--- src/rtl/h_qperm_seq.sv ---
// ---------------------------------------------------------------------------
// h_qperm_seq
// Iterative Twofish h-function q-permutation sequencer. It produces the
// pre-MDS h result. One q0 box and one q1 box are shared across all four
// byte lanes and all k+1 stages. Each RUN cycle pushes one byte through q0
// and one byte through q1. A stage therefore takes two cycles (sub 0, sub 1).
//
// Ports
//   clk, rst          clock, synchronous active-high reset
//   in_valid/in_ready request handshake; x, klen, l0..l3 sampled on accept
//   klen              0->k=2, 1->k=3, 2/3->k=4 (clamped to MAX_K)
//   out_valid/out_ready result handshake; y held stable while out_valid
//   y                 pre-MDS h result, byte n = y[8n+7:8n]
//   busy              high while the permutation chain is running
//   dbg_state         current FSM state (0 IDLE, 1 RUN, 2 DONE)
//
// Handshake: a transfer happens on a rising clk edge where valid and ready
// are both high. in_ready is high only in IDLE. out_valid is high only in
// DONE, and y does not change until the transfer completes.
// ---------------------------------------------------------------------------
module h_qperm_seq #(
    parameter int MAX_K = 4
) (
    input  logic        clk,
    input  logic        rst,
    input  logic        in_valid,
    output logic        in_ready,
    input  logic [1:0]  klen,
    input  logic [31:0] x,
    input  logic [31:0] l0,
    input  logic [31:0] l1,
    input  logic [31:0] l2,
    input  logic [31:0] l3,
    output logic        out_valid,
    input  logic        out_ready,
    output logic [31:0] y,
    output logic        busy,
    output logic [1:0]  dbg_state
);

    typedef enum logic [1:0] {
        ST_IDLE = 2'd0,
        ST_RUN  = 2'd1,
        ST_DONE = 2'd2
    } state_t;

    // Stages in execution order; k selects the entry point.
    typedef enum logic [2:0] {
        STG_S4 = 3'd0,
        STG_S3 = 3'd1,
        STG_SI = 3'd2,
        STG_SM = 3'd3,
        STG_SO = 3'd4
    } stage_t;

    localparam logic [2:0] MAX_K_L = 3'(MAX_K);

    // 4-bit tables that define q0 and q1.
    localparam logic [3:0] Q0_T0 [16] = '{4'h8, 4'h1, 4'h7, 4'hD, 4'h6, 4'hF, 4'h3, 4'h2,
                                          4'h0, 4'hB, 4'h5, 4'h9, 4'hE, 4'hC, 4'hA, 4'h4};
    localparam logic [3:0] Q0_T1 [16] = '{4'hE, 4'hC, 4'hB, 4'h8, 4'h1, 4'h2, 4'h3, 4'h5,
                                          4'hF, 4'h4, 4'hA, 4'h6, 4'h7, 4'h0, 4'h9, 4'hD};
    localparam logic [3:0] Q0_T2 [16] = '{4'hB, 4'hA, 4'h5, 4'hE, 4'h6, 4'hD, 4'h9, 4'h0,
                                          4'hC, 4'h8, 4'hF, 4'h3, 4'h2, 4'h4, 4'h7, 4'h1};
    localparam logic [3:0] Q0_T3 [16] = '{4'hD, 4'h7, 4'hF, 4'h4, 4'h1, 4'h2, 4'h6, 4'hE,
                                          4'h9, 4'hB, 4'h3, 4'h0, 4'h8, 4'h5, 4'hC, 4'hA};
    localparam logic [3:0] Q1_T0 [16] = '{4'h2, 4'h8, 4'hB, 4'hD, 4'hF, 4'h7, 4'h6, 4'hE,
                                          4'h3, 4'h1, 4'h9, 4'h4, 4'h0, 4'hA, 4'hC, 4'h5};
    localparam logic [3:0] Q1_T1 [16] = '{4'h1, 4'hE, 4'h2, 4'hB, 4'h4, 4'hC, 4'h3, 4'h7,
                                          4'h6, 4'hD, 4'hA, 4'h5, 4'hF, 4'h9, 4'h0, 4'h8};
    localparam logic [3:0] Q1_T2 [16] = '{4'h4, 4'hC, 4'h7, 4'h5, 4'h1, 4'h6, 4'h9, 4'hA,
                                          4'h0, 4'hE, 4'hD, 4'h8, 4'h2, 4'hB, 4'h3, 4'hF};
    localparam logic [3:0] Q1_T3 [16] = '{4'hB, 4'h9, 4'h5, 4'h1, 4'hC, 4'h3, 4'hD, 4'hE,
                                          4'h6, 4'h4, 4'h7, 4'hF, 4'h2, 4'h0, 4'h8, 4'hA};

    // Combinational q permutation; use_q1 selects the q1 tables.
    function automatic logic [7:0] q_box(input logic [7:0] v, input logic use_q1);
        logic [3:0] a0, b0, a1, b1, a2, b2, a3, b3, a4, b4;
        a0 = v[7:4];
        b0 = v[3:0];
        a1 = a0 ^ b0;
        b1 = a0 ^ {b0[0], b0[3:1]} ^ {a0[0], 3'b000};
        a2 = use_q1 ? Q1_T0[a1] : Q0_T0[a1];
        b2 = use_q1 ? Q1_T1[b1] : Q0_T1[b1];
        a3 = a2 ^ b2;
        b3 = a2 ^ {b2[0], b2[3:1]} ^ {a2[0], 3'b000};
        a4 = use_q1 ? Q1_T2[a3] : Q0_T2[a3];
        b4 = use_q1 ? Q1_T3[b3] : Q0_T3[b3];
        return {b4, a4};
    endfunction

    state_t            state_q, state_d;
    stage_t            stage_q, stage_d;
    logic              sub_q, sub_d;
    logic [3:0][7:0]   byte_q, byte_d;
    logic [3:0][31:0]  key_q, key_d;
    logic              in_ready_q, in_ready_d;
    logic              out_valid_q, out_valid_d;
    logic              busy_q, busy_d;

    logic [2:0]        k_req, k_eff;
    stage_t            first_stage;
    logic [1:0]        q0_sel, q1_sel;
    logic [3:0][7:0]   stage_key;
    logic [7:0]        q0_new, q1_new;

    // Effective key-word count and the stage the chain starts from.
    always_comb begin
        case (klen)
            2'd0:    k_req = 3'd2;
            2'd1:    k_req = 3'd3;
            default: k_req = 3'd4;
        endcase
        k_eff = (k_req > MAX_K_L) ? MAX_K_L : k_req;
        case (k_eff)
            3'd4:    first_stage = STG_S4;
            3'd3:    first_stage = STG_S3;
            default: first_stage = STG_SI;
        endcase
    end

    // Byte-to-box routing for the current (stage, sub) and the stage key.
    always_comb begin
        q0_sel    = 2'd0;
        q1_sel    = 2'd0;
        stage_key = '0;
        case (stage_q)
            STG_S4: begin
                stage_key = key_q[3];
                q1_sel    = sub_q ? 2'd3 : 2'd0;
                q0_sel    = sub_q ? 2'd2 : 2'd1;
            end
            STG_S3: begin
                stage_key = key_q[2];
                q1_sel    = sub_q ? 2'd1 : 2'd0;
                q0_sel    = sub_q ? 2'd3 : 2'd2;
            end
            STG_SI: begin
                stage_key = key_q[1];
                q0_sel    = sub_q ? 2'd2 : 2'd0;
                q1_sel    = sub_q ? 2'd3 : 2'd1;
            end
            STG_SM: begin
                stage_key = key_q[0];
                q0_sel    = sub_q ? 2'd1 : 2'd0;
                q1_sel    = sub_q ? 2'd3 : 2'd2;
            end
            STG_SO: begin
                // Output stage has no key whitening.
                stage_key = '0;
                q1_sel    = sub_q ? 2'd2 : 2'd0;
                q0_sel    = sub_q ? 2'd3 : 2'd1;
            end
            default: begin
                stage_key = '0;
            end
        endcase
        q0_new = q_box(byte_q[q0_sel], 1'b0) ^ stage_key[q0_sel];
        q1_new = q_box(byte_q[q1_sel], 1'b1) ^ stage_key[q1_sel];
    end

    // Next-state and datapath update.
    always_comb begin
        state_d = state_q;
        stage_d = stage_q;
        sub_d   = sub_q;
        byte_d  = byte_q;
        key_d   = key_q;
        case (state_q)
            ST_IDLE: begin
                if (in_valid) begin
                    state_d = ST_RUN;
                    byte_d  = x;
                    key_d   = {l3, l2, l1, l0};
                    stage_d = first_stage;
                    sub_d   = 1'b0;
                end
            end
            ST_RUN: begin
                // The two selects never collide, so both lanes update in place.
                byte_d[q0_sel] = q0_new;
                byte_d[q1_sel] = q1_new;
                sub_d          = ~sub_q;
                if (sub_q) begin
                    if (stage_q == STG_SO) begin
                        state_d = ST_DONE;
                    end else begin
                        stage_d = stage_t'(stage_q + 3'd1);
                    end
                end
            end
            ST_DONE: begin
                if (out_ready) begin
                    state_d = ST_IDLE;
                end
            end
            default: begin
                state_d = ST_IDLE;
            end
        endcase
        in_ready_d  = (state_d == ST_IDLE);
        out_valid_d = (state_d == ST_DONE);
        busy_d      = (state_d == ST_RUN);
    end

    always_ff @(posedge clk) begin
        if (rst) begin
            state_q     <= ST_IDLE;
            stage_q     <= STG_S4;
            sub_q       <= 1'b0;
            byte_q      <= '0;
            key_q       <= '0;
            in_ready_q  <= 1'b1;
            out_valid_q <= 1'b0;
            busy_q      <= 1'b0;
        end else begin
            state_q     <= state_d;
            stage_q     <= stage_d;
            sub_q       <= sub_d;
            byte_q      <= byte_d;
            key_q       <= key_d;
            in_ready_q  <= in_ready_d;
            out_valid_q <= out_valid_d;
            busy_q      <= busy_d;
        end
    end

    assign in_ready  = in_ready_q;
    assign out_valid = out_valid_q;
    assign busy      = busy_q;
    assign y         = byte_q;
    assign dbg_state = state_q;

endmodule

--- config.mk ---
export PLATFORM = sky130hd
export DESIGN_NAME = h_qperm_seq
export DESIGN_NICKNAME = d
export VERILOG_FILES = /design/src/rtl/h_qperm_seq.sv
export SDC_FILE = /design/constraint.sdc
export NUM_CORES = 1
export LEC_CHECK = 0
export CORE_MARGIN = 3
export CORE_UTILIZATION = 55
export CTS_BUF_LIST = sky130_fd_sc_hd__clkbuf_8
export CTS_CLUSTER_DIAMETER = 80
export DETAILED_ROUTE_END_ITERATION = 6
export HOLD_SLACK_MARGIN = 0.02
export MAX_ROUTING_LAYER = met4
export PLACE_DENSITY = 0.83
export SYNTH_ARGS = -nofsm -noshare
export SYNTH_HDL_FRONTEND = slang
export SYNTH_SLANG_ARGS = --single-unit
--- constraint.sdc ---
create_clock -name clk -period 7.57 [get_ports clk]
set_clock_uncertainty 0.15 [all_clocks]
set_input_delay 0.757 -clock clk [delete_from_list [all_inputs] [get_ports clk]]
set_output_delay 0.757 -clock clk [all_outputs]
set_load 0.005 [all_outputs]
==> flow_summary.ini <==
[run_status]
outcome = completed

[detailed_routing]
vias_per_cell = 6.156
drc = 0
firstDrtPassIters = 6
wl_per_cell_um = 20.09
vias = 11450
routed_wl_um = 37370
drtIter0Drc = 1083
ant_nets = 0

[timing]
max_slew_margin_pct = 30.81
fin_setup_tns_ns = 0
fmax_mhz = 146.9
final_max_slew_viol_count = 0
rsz0062_at_grt = false
hold_viol_final = 0
min_period_over_period_pct = 89.93
fin_crit_ns = 6.808
fin_hold_ws_ns = 0.3091
setup_viol = 0
tightest_slew_ns = 1.038

[pwr]
total_power_mw = 7.485
pwr-share-comb_pct = 75.9
ir_drop_mv = 0.4762
p_leak_nw = 4.906
switchingPower_mw = 4.158
p_int_mw = 3.328
p_seq_share_pct = 14.9
powerDensity_mw_per_mm2 = 553.0
power_frac_clock_pct = 9.3
sw_frac_of_total_pct = 55.55

[setup_path]
path_delay_family = compound AO/OA/AOI/OAI gates
reg2reg_depth = 18
end_kind = flip-flop
path_common_cell = ha_1
worstPathArrival_ns = 7.03
critPathKind = reg2reg
start_kind = flip-flop
worstPathRequired_ns = 7.79
startpoint = stage_q[2]
crit_fanout = 19
cp_slowest_stage_delay_ns = 0.84
path_depth = 18
crit_buf_inv = 2
cp-endpoint = y[6]
slowest_stage = dfxtp_1
crit_chain = inv_1 -> ha_1 -> nand4b_1 -> o32a_1 -> o32ai_4 -> or2_2 -> a211oi_1 -> inv_1 -> ha_1 -> o41ai_1 -> nor2_1 -> xor2_1 -> ha_1 -> o21ai_1 -> o31ai_1 -> xor2_1 -> a221oi_1 -> o41ai_1
r2r_slack_ns = 0.76
r2r_start = stage_q[2]
rr_endpoint = y[6]

[synthesis]
synthArstFlopShare_pct = 0
synth_top_area_share_pct = 30.63
syn_inst = 1452
yosys-top-cells-area = dfxtp_1 31%, nand2_1 11%, a21oi_1 8.4%
synth_nets = 1646
synthDistinctLibCells = 99
synth_edf_count = 0
syn_area_mm2 = 0.01105
synth_seq_cells = 169
synth_area_leader_cell = dfxtp_1
ys.warnings.count = 0
synth-main-ff-cell = dfxtp_1
syn_area_per_cell_um2 = 7.608
ys_seq_area_share_pct = 30.63

[clock_tree]
clkTransAtPathRegs_ns = 0.10
post_cts_buffers = 0
insertion_delay_ns = 0.47
h-tree-depth = 4
cts_buffers = 17
ctsHoldBuffers = 0
cts.sinks = 169
cts_resized = 0
cts_tree = yes
cts_buffer_depth = 2
cts-root-buf = clkbuf_8

[global_route]
track_usage_pct = 34.41
grt_pass1_vias = 10790
grt_pass1_wl_um = 57900
antenna_found_initial = 0
grt_max_degree = 108
grt_overflow = 0

[layout]
antenna_cells = 0
final_cells = 1860
syn_to_final_growth_pct = 22.53
fin_nets = 1776
seq_area_mm2 = 0.003383
layout-drive-gt1-share_pct = 8.276
final_cell_mix = 314 x nand2_1, 201 x clkdlybuf4s50_1, 186 x a21oi_1
multiInputGateArea_mm2 = 0.007099
stdcell_area_mm2 = 0.01354
fillers = 1672
layout_commonest_cell = nand2_1

[placed_design]
port_buffers = 202
placed_cells_incl_taps = 1828
post_dp_cell_area_mm2 = 0.01311
finalWeightedCongestion = 1.059
hpwl_um = 27750

[floorplanning]
rows = 51
fp.coreArea_mm2 = 0.01959
die_area_mm2 = 0.02182
initial_core_util_pct = 56.39
die_w_um = 147.7
die_y_um = 147.7
io_pins = 203

[min_path]
hp-class = reg2reg
min-delay-start = key_q[108]

[flow_run]
max_cap_viol_count = 0
## stage by stage
stage / setup slack (ns) / utilization (%)
4_1_cts: 0.8824 / 69.09
6_report: 0.7622 / 69.09
2_1_floorplan: 2.116 / -
3_3_place_gp: 1.179 / 66.91
3_5_place_dp: 0.9072 / 66.91
5_1_grt: 0.2442 / 69.09
## flip-flops by register name (all words and copies together) (netlist names)
register / count
in_ready: 1
busy: 1
stage_q: 3
dbg_state: 2
sub_q: 1
y: 32
key_q: 128
out_valid: 1
## power groups by stage
stage | combinational, mW | sequential, mW | clock, mW
final | 5.68 | 1.11 | 0.693
after global routing | 6.08 | 1.12 | 0.730
after CTS | 5.48 | 1.11 | 0.696
after detailed placement | 5.45 | 1.13 | 0
after global placement | 5.32 | 1.13 | 0
after floorplan | 3.92 | 1.07 | 0
## worst min-delay path by stage
stage | endpoint | slack [ns] | cells after the start
6_report | key_q[108] | 0.31 | 2
5_1_grt | key_q[102] | 0.33 | 2
4_1_cts | key_q[60] | 0.31 | 2
3_5_place_dp | key_q[83] | 0.30 | 2
3_3_place_gp | key_q[70] | 0.29 | 2
2_1_floorplan | key_q[100] | 0.29 | 2
## cells in the mapped netlist (7+ instances only)
master / count
o41ai_1: 8
nand3_1: 20
ha_1: 28
a21oi_1: 186
a22oi_1: 70
o211ai_1: 15
a31oi_1: 8
dfxtp_1: 169
inv_1: 35
or3_1: 13
clkbuf_1: 85
a2111oi_2: 7
nand3b_1: 8
a21o_1: 19
nand2_1: 315
xor2_1: 22
a221oi_1: 18
nor3_1: 16
buf_2: 11
nand2b_1: 8
xnor2_1: 22
o21ai_0: 36
nor2_1: 110
and2_1: 7
mux2i_1: 31
a211oi_1: 17
## metal layers
layer  vias to the layer above  share of wire [%]  global-route usage (%)
li1                       5436                  -                       -
met1                      5313                 39                   41.38
met2                       602                 48                   56.55
met3                       100                8.3                   5.978
met4                         0                5.0                   15.80
met5                         -                  0                       -
## cell type report
type / count / area share [%]
timing repair buffer: 218 / 15.81
sequential: 169 / 25.00
inverter: 41 / 1.137
clock inverter: 14 / 1.331
multi-input combinational: 1135 / 52.45
tap: 265 / 2.450
clock buffer: 18 / 1.830
## logic make-up (layout without fill, tap and decap cells)
family,Yosys count,count (layout),synth area share (%)
adders and majority gates,28,28,3.171
buffers and inverters,148,291,5.357
DFF,169,169,30.63
xor gates and xnor gates,54,54,5.267
muxes,40,40,4.032
and+or+nand+nor,541,541,21.53
AOI/OAI and AO/OA,472,472,30.02
## worst min-delay path, stage by stage, from the launching register on
cell and delay [ns]:
dfxtp_1 0.32, nand2_1 0.05, a21oi_1 0.05
No activity file was read; power rests on OpenSTA's default activity.
